### config.mk
export PLATFORM = sky130hd
export DESIGN_NAME = regs_wb_arbiter_flat
export DESIGN_NICKNAME = d
export VERILOG_FILES = /design/src/rtl/regs_wb_pkg.sv /design/src/rtl/regs_wb_arbiter_if.sv /design/src/rtl/regs_wb_arbiter_scoreboard.sv /design/src/rtl/regs_wb_arbiter.sv /design/src/flat_wrapper.sv
export SDC_FILE = /design/constraint.sdc
export NUM_CORES = 1
export LEC_CHECK = 0
export CAP_MARGIN = 0
export CORE_UTILIZATION = 27
export DETAILED_ROUTE_END_ITERATION = 6
export PLACE_DENSITY = 0.57
export SYNTH_ARGS = -nofsm -noshare
export SYNTH_HDL_FRONTEND = slang
export SYNTH_HIERARCHICAL = 1
export SYNTH_SLANG_ARGS = --single-unit
### constraint.sdc
create_clock -name clk -period 2.87 [get_ports clk]
set_clock_uncertainty 0.05 [all_clocks]
set_input_delay 0.4305 -clock clk [delete_from_list [all_inputs] [get_ports clk]]
set_output_delay 0.4305 -clock clk [all_outputs]
set_load 0.01 [all_outputs]
### src/rtl/regs_wb_pkg.sv
// Shared constants for the regfile writeback arbiter.
// Address/data width defaults, zero register, port indices.
package regs_wb_pkg;
  localparam int AW = 5;
  localparam int DW = 32;
  localparam logic [AW-1:0] REG_ZERO = '0;
  localparam logic P0 = 1'b0;
  localparam logic P1 = 1'b1;
endpackage

### src/rtl/regs_wb_arbiter_if.sv
// Two writeback request ports into the regfile arbiter.
// Sources use master, the arbiter uses slave.
interface regs_wb_arbiter_if #(
  parameter int AW = regs_wb_pkg::AW,
  parameter int DW = regs_wb_pkg::DW
);
  logic          p0_valid;
  logic          p0_ready;
  logic [AW-1:0] p0_wreg;
  logic [DW-1:0] p0_wdata;
  logic          p1_valid;
  logic          p1_ready;
  logic [AW-1:0] p1_wreg;
  logic [DW-1:0] p1_wdata;

  modport master (
    output p0_valid, p0_wreg, p0_wdata,
    output p1_valid, p1_wreg, p1_wdata,
    input  p0_ready, p1_ready
  );

  modport slave (
    input  p0_valid, p0_wreg, p0_wdata,
    input  p1_valid, p1_wreg, p1_wdata,
    output p0_ready, p1_ready
  );
endinterface

### src/rtl/regs_wb_arbiter_scoreboard.sv
// Busy bit per register for outstanding port-1 writes.
// Set beats clear on the same register; bit 0 never set.
module wb_scoreboard #(
  parameter int AW = regs_wb_pkg::AW
) (
  input  logic          clk,
  input  logic          rst,
  input  logic          set_en,
  input  logic [AW-1:0] set_reg,
  input  logic          clr_en,
  input  logic [AW-1:0] clr_reg,
  input  logic [AW-1:0] qa,
  input  logic [AW-1:0] qb,
  output logic          busy_a,
  output logic          busy_b
);
  localparam int NREG = 1 << AW;

  logic [NREG-1:0] busy;
  logic [NREG-1:0] busy_n;

  // next busy vector: clear first so a same-cycle set wins
  always_comb begin
    busy_n = busy;
    if (clr_en) busy_n[clr_reg] = 1'b0;
    if (set_en) busy_n[set_reg] = 1'b1;
    busy_n[0] = 1'b0;
  end

  // busy vector register
  always_ff @(posedge clk) begin
    if (rst) busy <= '0;
    else     busy <= busy_n;
  end

  assign busy_a = busy[qa];
  assign busy_b = busy[qb];
endmodule

### src/rtl/regs_wb_arbiter.sv
// Regfile write-port arbiter with port-1 busy scoreboard.
// WB_RR_ARB_EN selects round-robin on contention.
module regs_wb_arbiter
  import regs_wb_pkg::REG_ZERO, regs_wb_pkg::P0, regs_wb_pkg::P1;
#(
  parameter int AW = regs_wb_pkg::AW,
  parameter int DW = regs_wb_pkg::DW
) (
  input  logic                 clk,
  input  logic                 rst,
  regs_wb_arbiter_if.slave     wb,
  input  logic                 alloc_valid,
  input  logic [AW-1:0]        alloc_reg,
  input  logic [AW-1:0]        rreg_a,
  input  logic [AW-1:0]        rreg_b,
  output logic                 busy_a,
  output logic                 busy_b,
  output logic                 RegWrite,
  output logic [AW:0]          wreg,
  output logic [DW-1:0]        wdata
);
  localparam logic [AW-1:0] RZ = AW'(REG_ZERO);

  logic          g0;
  logic          g1;
  logic          xfer;
  logic [AW-1:0] sel_reg;
  logic [DW-1:0] sel_data;
  logic          sb_a;
  logic          sb_b;

`ifdef WB_RR_ARB_EN
  logic ptr;

  // grant: alternate under contention, else whoever asks
  always_comb begin
    g0 = 1'b0;
    g1 = 1'b0;
    if (!rst) begin
      if (wb.p0_valid && wb.p1_valid) begin
        g0 = (ptr == P0);
        g1 = (ptr == P1);
      end else begin
        g0 = wb.p0_valid;
        g1 = wb.p1_valid;
      end
    end
  end

  // pointer flips only after a contended grant
  always_ff @(posedge clk) begin
    if (rst)
      ptr <= P0;
    else if (wb.p0_valid && wb.p1_valid)
      ptr <= ~ptr;
  end
`else
  // grant: port 1 always beats port 0
  always_comb begin
    g0 = 1'b0;
    g1 = 1'b0;
    if (!rst) begin
      g1 = wb.p1_valid;
      g0 = wb.p0_valid && !wb.p1_valid;
    end
  end
`endif

  assign wb.p0_ready = g0;
  assign wb.p1_ready = g1;
  assign xfer        = g0 | g1;
  assign sel_reg     = g1 ? wb.p1_wreg  : wb.p0_wreg;
  assign sel_data    = g1 ? wb.p1_wdata : wb.p0_wdata;

  // register the winner onto the write bus; r0 accepted but not written
  always_ff @(posedge clk) begin
    if (rst) begin
      RegWrite <= 1'b0;
      wreg     <= '0;
      wdata    <= '0;
    end else if (xfer) begin
      RegWrite <= (sel_reg != RZ);
      wreg     <= {1'b0, sel_reg};
      wdata    <= sel_data;
    end else begin
      RegWrite <= 1'b0;
    end
  end

  wb_scoreboard #(.AW(AW)) u_sb (
    .clk     (clk),
    .rst     (rst),
    .set_en  (alloc_valid),
    .set_reg (alloc_reg),
    .clr_en  (g1),
    .clr_reg (wb.p1_wreg),
    .qa      (rreg_a),
    .qb      (rreg_b),
    .busy_a  (sb_a),
    .busy_b  (sb_b)
  );

  // a write still on the bus is not yet visible in the regfile
  assign busy_a = sb_a | (RegWrite && wreg[AW-1:0] == rreg_a && rreg_a != RZ);
  assign busy_b = sb_b | (RegWrite && wreg[AW-1:0] == rreg_b && rreg_b != RZ);
endmodule

### src/flat_wrapper.sv
// flat-port wrapper written by rule: the top's interface ports become plain ports
module regs_wb_arbiter_flat import regs_wb_pkg::REG_ZERO, regs_wb_pkg::P0, regs_wb_pkg::P1;
#(
  parameter int AW = regs_wb_pkg::AW,
  parameter int DW = regs_wb_pkg::DW
)
  (clk, rst, alloc_valid, alloc_reg, rreg_a, rreg_b, busy_a, busy_b, RegWrite, wreg, wdata, wb_p0_valid, wb_p0_wreg, wb_p0_wdata, wb_p1_valid, wb_p1_wreg, wb_p1_wdata, wb_p0_ready, wb_p1_ready);
  regs_wb_arbiter_if #(.AW(AW), .DW(DW)) wb_i ();
  input  logic clk;
  input  logic rst;
  input  logic alloc_valid;
  input  logic [AW-1:0] alloc_reg;
  input  logic [AW-1:0] rreg_a;
  input  logic [AW-1:0] rreg_b;
  output logic busy_a;
  output logic busy_b;
  output logic RegWrite;
  output logic [AW:0] wreg;
  output logic [DW-1:0] wdata;
  input wire logic [$bits(wb_i.p0_valid)-1:0] wb_p0_valid;
  input wire logic [$bits(wb_i.p0_wreg)-1:0] wb_p0_wreg;
  input wire logic [$bits(wb_i.p0_wdata)-1:0] wb_p0_wdata;
  input wire logic [$bits(wb_i.p1_valid)-1:0] wb_p1_valid;
  input wire logic [$bits(wb_i.p1_wreg)-1:0] wb_p1_wreg;
  input wire logic [$bits(wb_i.p1_wdata)-1:0] wb_p1_wdata;
  output wire logic [$bits(wb_i.p0_ready)-1:0] wb_p0_ready;
  output wire logic [$bits(wb_i.p1_ready)-1:0] wb_p1_ready;
  assign wb_i.p0_valid = wb_p0_valid;
  assign wb_i.p0_wreg = wb_p0_wreg;
  assign wb_i.p0_wdata = wb_p0_wdata;
  assign wb_i.p1_valid = wb_p1_valid;
  assign wb_i.p1_wreg = wb_p1_wreg;
  assign wb_i.p1_wdata = wb_p1_wdata;
  assign wb_p0_ready = wb_i.p0_ready;
  assign wb_p1_ready = wb_i.p1_ready;
  regs_wb_arbiter #(.AW(AW), .DW(DW)) u_core (.clk(clk), .rst(rst), .wb(wb_i), .alloc_valid(alloc_valid), .alloc_reg(alloc_reg), .rreg_a(rreg_a), .rreg_b(rreg_b), .busy_a(busy_a), .busy_b(busy_b), .RegWrite(RegWrite), .wreg(wreg), .wdata(wdata));
endmodule
-- Word-level counts from Yosys, hierarchy flattened
Index checks and enable logic that the tools add are counted.
- bits of input ports: 94
- flip-flop bits (word level): 70
- equal/unequal tests: 2
- reduce and logical (&&, ||, !) cells: 12
- bitwise operators: 7
- order comparisons: 6
- multiplexer cells: 14
- operators with widths (operator ; number):
    2-to-1 mux 32 bit ; 3
    AND 32 bit ; 1
    inverter 32 bit ; 1
    bitwise OR 32 bit ; 1
    < comparator 5 x 6 -> 1 bit (second input constant) ; 4
    nonzero test 5 bit ; 3
    binary-select mux 1 bit (select 5 bit) ; 2
    demux 1 bit (select 5 bit) ; 2
    == test 5 bit ; 2
    greater-or-equal comparator 5 x 1 -> 1 bit (second input constant) ; 2
    logical AND 1 bit ; 7
    2-to-1 mux 1 bit ; 6
    2-to-1 mux 5 bit ; 1
    bitwise OR 1 bit ; 3
    OR reduction 2 bit ; 1
    zero test 1 bit ; 1
    inverter 1 bit ; 1

-- Logic depth before layout (Yosys ltp)
- depth in word-level cells: 9
- depth in mapped cells: 6
- depth with buffers taken out: 5

-- Hierarchy
The synthesis kept the hierarchy.
- modules (own cells, without submodules) (module ; times used ; seq. area each (um^2) ; area each (um^2) ; cells each):
    regs_wb_arbiter ; 1 ; 760.7 ; 2042.0 ; 190
    wb_scoreboard ; 1 ; 620.6 ; 1821.7 ; 229

-- Worst setup path after synthesis
Ideal clock, no wire load.
- kind: input-to-output
- start point: input rreg_a[0]
- end point: output busy_a
- arrival time: 1.646 ns
- cell stages on the path: 6
- buffers on the path: 1
- setup slack: 0.744 ns
- path through: buf_2 -> mux4_2 -> nand2b_1 -> o211ai_1 -> nand4_1 -> a41o_1
- elaborated cells on any way between the ends: 7
- RTL lines (element ; line ; RTL):
    from (decl) ; flat_wrapper.sv:13 ; input logic [AW-1:0] rreg_a;
    binary-select mux 1 bit (select 5 bit) ; regs_wb_arbiter_scoreboard.sv:36 ; assign busy_a = busy[qa];
    2-to-1 mux 1 bit (implied by the code) ; regs_wb_arbiter_scoreboard.sv:36 ;
    named net u_core.sb_a ; regs_wb_arbiter.sv:29 ; logic sb_a;
    bitwise OR 1 bit ; regs_wb_arbiter.sv:104 ; assign busy_a = sb_a | (RegWrite && wreg[AW-1:0] == rreg_a && rreg_a != RZ);
    to (decl) ; flat_wrapper.sv:15 ; output logic busy_a;
The timed path passes the listed nets, and every way through them passes these cells. The select of a mux whose other input is x is not followed.

-- Worst setup path in the final report
- start point: input rreg_b[1]
- end point: output busy_b
- elaborated cells on any way between the ends: 7
- RTL lines (element ; line ; RTL):
    from (decl) ; flat_wrapper.sv:14 ; input logic [AW-1:0] rreg_b;
    binary-select mux 1 bit (select 5 bit) ; regs_wb_arbiter_scoreboard.sv:37 ; assign busy_b = busy[qb];
    2-to-1 mux 1 bit (implied by the code) ; regs_wb_arbiter_scoreboard.sv:37 ;
    named net u_core.sb_b ; regs_wb_arbiter.sv:30 ; logic sb_b;
    bitwise OR 1 bit ; regs_wb_arbiter.sv:105 ; assign busy_b = sb_b | (RegWrite && wreg[AW-1:0] == rreg_b && rreg_b != RZ);
    to (decl) ; flat_wrapper.sv:16 ; output logic busy_b;
The timed path passes the listed nets, and every way through them passes these cells. The select of a mux whose other input is x is not followed.

==> results.yml <==
sta:
  timing_hold_violations_final: 0
  finalCriticalPeriod_ps: 2788
  drv_slew: 0
  max_freq_mhz: 358.7
  relSlewSlack_pct: 54.23
  hold_ws_ps: 420.3
  setup_violations: 0
  grt_setup_unrepaired: "no"
  worst_pin_slew_ps: 684.1
  fin_crit_sh_pct: 97.14
clocking:
  cts_sinks: 69
  htree_levels: 3
  clock_latency_ps: 330
  clockRootBuffer: "clkbuf_16"
  path_clk_slew_ps: 60
  postCtsSetupBuffers: 0
  cts_hold_buf: 0
  clockBufferDepth: 2
  cts_buffers: 9
  cts_tree: "done"
worst_setup_path:
  crit_type: "in -> out"
  path_max_fanout: 3
  crit_slowest_cell: "clkdlybuf4s50_1"
  cp.arrival_ps: 2310
  slowest_delay_ps: 530
  cp.depth: 6
  r2r_slack_ps: 1820
  timing.rr.start: "u_core/wreg[3]"
  r2r-end: "u_core/wreg[3]"
  crit_path_start_kind: "input port"
  path_delay_family: "buffers and inverters"
  endpoint: "busy_b"
  r2r_cells: 3
  cp-startpoint: "rreg_b[1]"
  cp-end-kind: "primary output"
  crit_buf_inv: 2
  required_ps: 2390
  crit_chain: "clkdlybuf4s50_1 > mux4_2 > o2111ai_1 > nand4_1 > a41o_1 > dlygate4sd2_1"
worst_hold_path:
  hold_path_class: "in -> reg"
  hold_depth: 4
power_and_ir_drop:
  p_leak_nw: 2.268
  vdd_drop_max_v: 0.0002943
  p_per_area_nw_per_um2: 481.8
synth:
  syn_area_per_cell_um2: 9.221
  yosysWarningCount: 6
  syn-cell-area_um2: 3864
  yosysUniqueCellTypes: 38
  synth_cells: 419
  ys_ff_latch: 69
  synth-edff-count: 0
  async_flop_share_pct: 0
  ys.flop_type: "dfxtp_1"
  yosysSeqAreaShare_pct: 35.75
  syn_nets: 513
floorplan:
  die_x_um: 121.6
  start_util_pct: 27.73
  pin_count: 137
  die_h_um: 121.6
  core-area_um2: 13930
  rows: 43
  die_area_um2: 14790
cells_and_area:
  fillCellCount: 1350
  drive_above_1_share_pct: 14.67
  ff_latch_area_um2: 1381
  diodes: 0
  final_nets: 648
  syn_to_final_growth_pct: 48.35
  instances_no_fill: 739
  multi_input_area_um2: 2345
grt:
  grt_pass1_vias: 3598
  grt_first_pass_wirelength_mm: 19.64
  antenna_found_initial: 0
  grt_max_degree: 49
  track_usage_pct: 17.71
  overflow: 0
drt:
  drt_first_pass_iters: 5
  drc: 0
  ant_nets: 0
  wl_mm: 12.84
  wire_per_inst_um: 17.37
  viasPerCell: 4.968
  vias: 3671
  drt_first_iter_violations: 346
job:
  max_cap_violations: 0
placement:
  portBuffers: 135
  routabilityCongestion: 0.9487
  dp_hpwl_mm: 9.484
  dp_cells: 723
outcome:
  status: "finished, final reports clean"
## synth_stat cells, drive strengths merged (6+ instances only)
cell / number / area share (%)
buf: 17 / 3.0
o21ai: 35 / 4.5
nand2: 41 / 4.0
mux2: 37 / 13
nor2: 46 / 4.5
mux2i: 55 / 14
mux4: 6 / 3.5
nand3: 10 / 1.3
dfxtp: 69 / 36
clkbuf: 7 / 0.68
xor2: 6 / 1.4
a21oi: 37 / 4.8
## kinds of logic after synthesis
kind of cell,after synthesis,share of synthesized area [%]
compound gates,84,11.85
flops,69,35.75
xor+xnor,8,1.814
other cells,1,0.09706
mux,98,30.38
buf+inv,26,3.854
simple gates,133,16.26
## through the flow
| stage | TNS, ps | utilization [%] | cell area (um^2) | worst slack, ps | power [mW] |
|---|---|---|---|---|---|
| after floorplan | 0 | - | 3864 | 743.7 | 1.311 |
| after global placement | -297.3 | 38.80 | 5406 | -158.5 | 1.592 |
| after detailed placement | -400.0 | 38.80 | 5406 | -228.6 | 1.601 |
| after CTS | 0 | 41.03 | 5718 | 48.53 | 2.789 |
| after global routing | 0 | 41.13 | 5732 | 28.34 | 2.876 |
| final | 0 | 41.13 | 5732 | 81.96 | 2.762 |
## registers in the layout, summed over array words and instances, names as in the netlist
| register | cells |
|---|---|
| u_core/wdata | 32 |
| u_core/u_sb/busy | 31 |
| u_core/wreg | 5 |
| u_core/RegWrite | 1 |
## report_power, final
part	total (mW)	switching, mW	internal, mW
clock	1.18	0.424	0.759
sequential	1.04	0.0342	1.00
combinational	0.542	0.220	0.323
## cell type report
type                       count  area share [%]
multi-input combinational    324           40.91
clock inverter                 6           1.528
sequential                    69           24.10
tap                          180           3.929
inverter                       2          0.1310
timing repair buffer         148           25.41
clock buffer                  10           3.995
## routing by layer
metal | wire (um) | global-route usage, %
met4 | 251 | 7.176
met5 | 0 | 0
met2 | 6227 | 29.01
met1 | 5633 | 23.00
met3 | 725 | 2.996
## cell usage in the layout (no fill, tap or decap), drive strengths merged, types with 3 or more instances in the layout
| cell type | count |
|---|---|
| nand2 | 41 |
| mux2i | 55 |
| clkdlybuf4s50 | 127 |
| clkbuf | 10 |
| dlygate4sd2 | 4 |
| xor2 | 6 |
| buf | 16 |
| clkinvlp | 3 |
| a22oi | 4 |
| nor2 | 46 |
| o21ai | 35 |
| nor3 | 3 |
| nand3 | 10 |
| nor3b | 5 |
| dfxtp | 69 |
| nand2b | 4 |
| nand3b | 5 |
| mux4 | 6 |
| mux2 | 37 |
| nor2b | 5 |
| a21oi | 37 |
## worst min path at each step
stage,from,to,slack (ps)
6_report,rst,u_core/RegWrite,420
5_1_grt,rst,u_core/RegWrite,470
4_1_cts,rst,u_core/RegWrite,410
3_5_place_dp,u_core/u_sb/busy[26],u_core/u_sb/busy[26],440
3_3_place_gp,u_core/u_sb/busy[26],u_core/u_sb/busy[26],430
2_1_floorplan,u_core/u_sb/busy[14],u_core/u_sb/busy[14],410
## worst min-delay path: stages
cell     delay, ps
buf_2          100
nor2b_1         90
o21ai_0         90
nand2_1         50
## timing repair
item | in CTS | in global routing
endpoints found under the setup margin | 2 | 1
endpoints found under the hold margin | 0 | 0
gates resized for setup | 4 | 4
No activity file was read; power rests on OpenSTA's default activity.
